==> src/rtl/btn_pkg.sv <==
// Shared constants for GPIO input blocks: debounce FSM encodings and
// default timing for a 25 MHz system clock.
package btn_pkg;

  // Debounce FSM state encodings
  localparam logic [1:0] IDLE         = 2'd0;
  localparam logic [1:0] PRESS_WAIT   = 2'd1;
  localparam logic [1:0] HELD         = 2'd2;
  localparam logic [1:0] RELEASE_WAIT = 2'd3;

  // 10 ms debounce window and 1 s long-press threshold at 25 MHz
  localparam int DEF_DEBOUNCE_CYCLES = 250000;
  localparam int DEF_LONG_CYCLES     = 25000000;

endpackage

==> src/rtl/sync_2ff.sv <==
// Generic two-flop synchronizer for bringing asynchronous inputs into clk.
module sync_2ff #(
  parameter int WIDTH = 1
) (
  input  logic             clk,
  input  logic             rst_n,
  input  logic [WIDTH-1:0] d,
  output logic [WIDTH-1:0] q
);

  logic [WIDTH-1:0] meta;

  // Two-stage capture; the first stage may go metastable, the second settles it
  always_ff @(posedge clk or negedge rst_n) begin
    if (!rst_n) begin
      meta <= '0;
      q    <= '0;
    end else begin
      meta <= d;
      q    <= meta;
    end
  end

endmodule

==> src/rtl/button_debounce.sv <==
// Pushbutton debouncer: clean level plus press/release/short/long event pulses.
// All outputs are registered; pulses are one cycle wide.
module button_debounce
  import btn_pkg::*;
#(
  parameter int DEBOUNCE_CYCLES = DEF_DEBOUNCE_CYCLES,
  parameter int LONG_CYCLES     = DEF_LONG_CYCLES
) (
  input  logic clk,
  input  logic rst_n,
  input  logic btn_in,
  output logic btn_level,
  output logic press_pulse,
  output logic release_pulse,
  output logic short_pulse,
  output logic long_pulse
);

  localparam int DW = $clog2(DEBOUNCE_CYCLES);
  localparam int HW = $clog2(LONG_CYCLES);
  localparam logic [DW-1:0] DEB_LAST  = DW'(DEBOUNCE_CYCLES - 1);
  localparam logic [HW-1:0] HOLD_LAST = HW'(LONG_CYCLES - 1);

  logic          sync;
  logic [1:0]    state;
  logic [DW-1:0] deb_cnt;
  logic [HW-1:0] hold_cnt;
  logic          long_fired;

  sync_2ff #(.WIDTH(1)) u_sync (
    .clk   (clk),
    .rst_n (rst_n),
    .d     (btn_in),
    .q     (sync)
  );

  // Debounce FSM with hold timer; pulses default low and are set for one cycle
  always_ff @(posedge clk or negedge rst_n) begin
    if (!rst_n) begin
      state         <= IDLE;
      deb_cnt       <= '0;
      hold_cnt      <= '0;
      long_fired    <= 1'b0;
      btn_level     <= 1'b0;
      press_pulse   <= 1'b0;
      release_pulse <= 1'b0;
      short_pulse   <= 1'b0;
      long_pulse    <= 1'b0;
    end else begin
      press_pulse   <= 1'b0;
      release_pulse <= 1'b0;
      short_pulse   <= 1'b0;
      long_pulse    <= 1'b0;
      case (state)
        IDLE: begin
          if (sync) begin
            state   <= PRESS_WAIT;
            deb_cnt <= '0;
          end
        end
        PRESS_WAIT: begin
          if (!sync) begin
            state <= IDLE;
          end else if (deb_cnt == DEB_LAST) begin
            state       <= HELD;
            press_pulse <= 1'b1;
            btn_level   <= 1'b1;
            hold_cnt    <= '0;
            long_fired  <= 1'b0;
          end else begin
            deb_cnt <= deb_cnt + 1'b1;
          end
        end
        HELD: begin
          // Saturate at the threshold so a very long hold never re-arms
          if (hold_cnt != HOLD_LAST)
            hold_cnt <= hold_cnt + 1'b1;
          if (hold_cnt == HOLD_LAST && !long_fired) begin
            long_pulse <= 1'b1;
            long_fired <= 1'b1;
          end
          if (!sync) begin
            state   <= RELEASE_WAIT;
            deb_cnt <= '0;
          end
        end
        RELEASE_WAIT: begin
          // hold_cnt is frozen here; a bounce back high resumes it
          if (sync) begin
            state <= HELD;
          end else if (deb_cnt == DEB_LAST) begin
            state         <= IDLE;
            btn_level     <= 1'b0;
            release_pulse <= 1'b1;
            short_pulse   <= !long_fired;
          end else begin
            deb_cnt <= deb_cnt + 1'b1;
          end
        end
        default: state <= IDLE;
      endcase
    end
  end

endmodule

==> config.mk <==
export PLATFORM = sky130hd
export DESIGN_NAME = button_debounce
export DESIGN_NICKNAME = d
export VERILOG_FILES = /design/src/rtl/btn_pkg.sv /design/src/rtl/sync_2ff.sv /design/src/rtl/button_debounce.sv
export SDC_FILE = /design/constraint.sdc
export NUM_CORES = 1
export LEC_CHECK = 0
export BUFFER_PORTS_ARGS = -buffer_cell sky130_fd_sc_hd__buf_2
export CORE_UTILIZATION = 56
export CTS_CLUSTER_SIZE = 12
export DETAILED_ROUTE_END_ITERATION = 16
export GPL_ROUTABILITY_DRIVEN = 1
export PLACE_DENSITY_LB_ADDON = 0.3
export SKIP_CTS_REPAIR_TIMING = 1
export SYNTH_ARGS = -nofsm -noshare
export SYNTH_HDL_FRONTEND = slang
export SYNTH_HIERARCHICAL = 1
export SYNTH_SLANG_ARGS = --single-unit
export TNS_END_PERCENT = 50
==> constraint.sdc <==
create_clock -name clk -period 2 [get_ports clk]
set_input_delay 0.4 -clock clk [delete_from_list [all_inputs] [get_ports clk]]
set_output_delay 0.4 -clock clk [all_outputs]
set_load 0.05 [all_outputs]
; After elaboration in Yosys (flattened, before gate mapping)
; Cells that the tools add are included.
[word_totals]
elab_cells = 74
output_inout_bits = 5
regBits = 53
input_bits = 3
[op_classes]
n_addsub = 2
muxes = 35
reduce_logical = 10
n_eq_ne = 16
[op_table]
columns = op, n
row1 = two-way mux 18 bit, 5
row2 = two-way mux 25 bit, 3
row3 = case mux 18 bit (4 select lines), 1
row4 = case mux 25 bit (2 select lines), 1
row5 = "adder 25 x 1 -> 25 bit, second input constant", 1
row6 = "== test 25 bit, second input constant", 1
row7 = "inequality test 25 bit, second input constant", 1
row8 = "adder 18 x 1 -> 18 bit, second input constant", 1
row9 = "== test 18 bit, second input constant", 1
row10 = two-way mux 1 bit, 16
row11 = AND reduction 4 bit, 4
row12 = two-way mux 2 bit, 6
row13 = "inequality test 2 bit, second input constant", 6
row14 = case mux 2 bit (4 select lines), 1
row15 = AND reduction 5 bit, 1
row16 = "== test 2 bit, second input constant", 2
row17 = "inequality test 2 x 1 -> 1 bit, second input constant", 2
row18 = case mux 1 bit (2 select lines), 2
row19 = nonzero test 2 bit, 2
row20 = "inequality test 3 x 2 -> 1 bit, second input constant", 1
row21 = "inequality test 3 bit, second input constant", 1
row22 = "== test 2 x 1 -> 1 bit, second input constant", 1
row23 = zero test 2 bit, 1
row24 = logical AND 1 bit, 1
row25 = zero test 1 bit, 1

; Logic depth before layout (Yosys ltp)
[logic_depth]
depth_word = 4
ltp_mapped = 7
mapped_depth_nobuf = 6

; Cells and area by module
; Netlist, hierarchy kept.
[modules_own_cells]
columns = module, cells_each, seq_area_each_um2, area_per_inst_um2, instances
row1 = button_debounce, 296, 1276.2, 2731.4, 1
row2 = sync_2ff, 2, 50.0, 50.0, 1

; Worst setup path before layout
; No wires, ideal clock.
[synth_path]
path_kind = reg-to-reg
startpoint = register hold_cnt[0]
endpoint = register hold_cnt[22]
arrival_ns = 1.825
slack_ns = 0.104
period_less_slack_ns = 1.896
t_required_ns = 1.928
stages_incl_launch_ff = 8
n_path_buf = 1
setup_ns = 0.072
path_cell_list = dfrtp_1 > ha_1 > nand2_1 > or2_1 > or4_4 > buf_6 > a41o_1 > nor2_1
[synth_via]
elab_chain_len = 3
elab_cells_between_ends = 6
classes_between = add/sub (1) / eq/ne (2) / mux (2) / reduce/logical (1)
[synth_lines]
columns = item, line
row1 = from (decl), button_debounce.sv:27  ; logic [HW-1:0] hold_cnt;
row2 = from (signal assigned), button_debounce.sv:77  ; hold_cnt <= hold_cnt + 1'b1;
row3 = adder 25 x 1 -> 25 bit / inequality test 25 bit (equally long branches), "button_debounce.sv:77, button_debounce.sv:76"
row4 = two-way mux 25 bit / inequality test 2 bit (equally long branches), n/a
row5 = case mux 25 bit (2 select lines) / AND reduction 4 bit (equally long branches), n/a
; Several ways; a longest one is shown, not always the timed one. The select of a mux whose other input is x is not followed.
; A chain may end at the register's enable or synchronous reset.

; Final worst setup path
[layout_path]
startpoint = register hold_cnt[1]
endpoint = register hold_cnt[20]
; Same word-level chain as after synthesis.

==> qor.yml <==
synth_area_um2: 2780
hold_viol: 0
status: "finished, final reports clean"
drt-total-wl_um: 6360
antenna_cells: 0
startpoint_type: "flop"
crit_required_ns: 2.22
synth_cell_types: 46
maxCapViolations: 0
cp_max_fo: 9
power_density_nw_per_um2: 625
postLayoutCoreUtil: 0.684
n_fill_cell: 400
rows: 25
hp-class: "input port to flop"
setup-violations-final: 0
worst_hold_slack_ns: 0.195
vias: 2412
dpl-instance-area_um2: 3050
peakVddDrop_mv: 0.483
timing.slew.headroom: 0.568
finClkSkew_ns: 0.00654
grt_max_degree: 54
place_inst: 388
ys.flop_type: "dfrtp_1"
die-area_um2: 5250
vias_per_cell: 6.06
dr.pass1.iters: 5
die_h_um: 72.5
clk-insertion-delay-late_ns: 0.30
critical_path_class: "flop to flop"
antenna_found_initial: 0
yosysSeqAreaShare: 0.477
grt_pass1_wl_um: 10400
num-nets-final: 335
multi_input_area_um2: 1430
final_common_cell: "dfrtp_1"
fmax_mhz: 516
synthArstFlopShare: 1.00
clk_path_buf_depth: 2
avgSynthCellArea_um2: 9.33
io_pins: 8
clock-sinks: 53
gr-total-overflow: 0
synth_edf_count: 0
worst_pin_slew_ns: 0.649
cts_buffers: 5
start_util: 0.585
clk_pin_slew_ns: 0.10
fin_cells: 398
finalMaxSlewViolations: 0
synth_fp_nets: 303
drt-initial-drc-count: 235
p_leak_nw: 1.51
reg2reg_slack_ns: 0.06
cp-end-kind: "flop"
cts_root_buf: "clkbuf_8"
htreeDepth: 2
fin_area_um2: 3250
ant_nets: 0
power_w: 0.00203
arrival_ns: 2.16
yosysWarnings: 6
grt.total_usage: 0.254
drc: 0
hpwl_um: 4410
min_period_ns: 1.94
synthCells: 298
synth_seq_cells: 53
cts_tree: "yes"
io_buffers: 7
layout_common_cells: "dfrtp_1, nor2_1, nand2_1, buf_4, o21ai_0"
gp_congestion: 0.916
die_x_um: 72.5
grt_pass1_vias: 2220
finalCritPeriodShare: 0.969
layout-drive-gt1-share: 0.187
core-area_um2: 4750
wl_per_cell_um: 16.0
area_growth_pct: 16.9
seqCellArea_um2: 1330
[sequential cells by signal, summed over array words and instances, names as in the netlist, named ones only]
register / cells
state: 1
btn_level: 1
short_pulse: 1
long_fired: 1
long_pulse: 1
hold_cnt: 25
release_pulse: 1
deb_cnt: 18
u_sync/q: 1
press_pulse: 1
u_sync/meta: 1
[path summary, 6_finish.rpt]
check / from / end / cells after the start
worst max-delay path: hold_cnt[1] / hold_cnt[20] / 6
min in group asynchronous: rst_n / hold_cnt[2] / 2
worst min-delay path: btn_in / u_sync/meta / 1
max in group asynchronous: rst_n / deb_cnt[9] / 2
worst max register to register: hold_cnt[1] / hold_cnt[20] / 6
worst min register to register: u_sync/meta / u_sync/q / 0
[synth_stat cells (all sizes together), types with 2 or more instances]
master / number / share of area
nand3: 17 / 0.034
a21oi: 10 / 0.018
or4: 3 / 0.0094
and4: 5 / 0.017
nor2: 38 / 0.051
xor2: 12 / 0.038
inv: 6 / 0.0081
nand4: 16 / 0.036
nor3b: 4 / 0.011
ha: 2 / 0.0090
or2: 3 / 0.0067
o21ai: 19 / 0.034
nand2: 29 / 0.039
o31ai: 2 / 0.0054
nor3: 7 / 0.013
a21o: 5 / 0.013
nand3b: 2 / 0.0054
mux2i: 6 / 0.022
dfrtp: 53 / 0.48
nor4: 9 / 0.025
buf: 5 / 0.011
xnor2: 6 / 0.019
and3: 5 / 0.011
nor2b: 4 / 0.0090
a31oi: 8 / 0.018
or4b: 2 / 0.0072
nand2b: 2 / 0.0045
clkbuf: 6 / 0.0081
[layer usage]
layer	wire (um)	global-route usage	vias to the layer above
met5	0	0	-
met4	63	0.0784	0
met3	244	0.0444	7
met2	3330	0.433	63
met1	2730	0.329	1190
li1	-	-	1152
[critical path, stage by stage (launching register included)]
cell	delay [ns]
dfrtp_1	0.39
ha_1	0.22
nand2_1	0.12
or2_1	0.30
or4_4	0.50
and4b_1	0.20
nor3_1	0.12
[report_power, final]
| group | internal [W] | leakage (nW) | switching [W] | total (W) |
|---|---|---|---|---|
| Combinational | 0.0000222 | 0.705 | 0.0000504 | 0.0000726 |
| Clock | 0.000504 | 0.0687 | 0.000358 | 0.000862 |
| Sequential | 0.00108 | 0.732 | 0.0000155 | 0.00110 |
| Total | 0.00161 | 1.51 | 0.000424 | 0.00203 |
[area by class of cell]
cell class / instances / share of cell area
multi-input combinational: 228 / 0.439
sequential: 53 / 0.408
timing repair buffer: 36 / 0.0778
tap: 67 / 0.0258
clock buffer: 5 / 0.0212
clock inverter: 3 / 0.0212
inverter: 6 / 0.00693
[kinds of logic after synthesis]
logic type,count (synthesis),share of synthesized area
AOI/OAI and AO/OA,51,0.112
xor gates and xnor gates,18,0.0567
adders and majority gates,2,0.00900
buffers and inverters,17,0.0274
DFF,53,0.477
muxes,6,0.0216
and+or+nand+nor,151,0.297
[through the flow]
| step | TNS (ns) | setup WS [ns] |
|---|---|---|
| 2_1_floorplan | 0 | 0.104 |
| 3_3_place_gp | 0 | 0.0617 |
| 3_5_place_dp | 0 | 0.0455 |
| 4_1_cts | 0 | 0.0124 |
| 5_1_grt | -0.0240 | -0.0161 |
| 6_report | 0 | 0.0627 |
No activity file was read; power rests on OpenSTA's default activity.
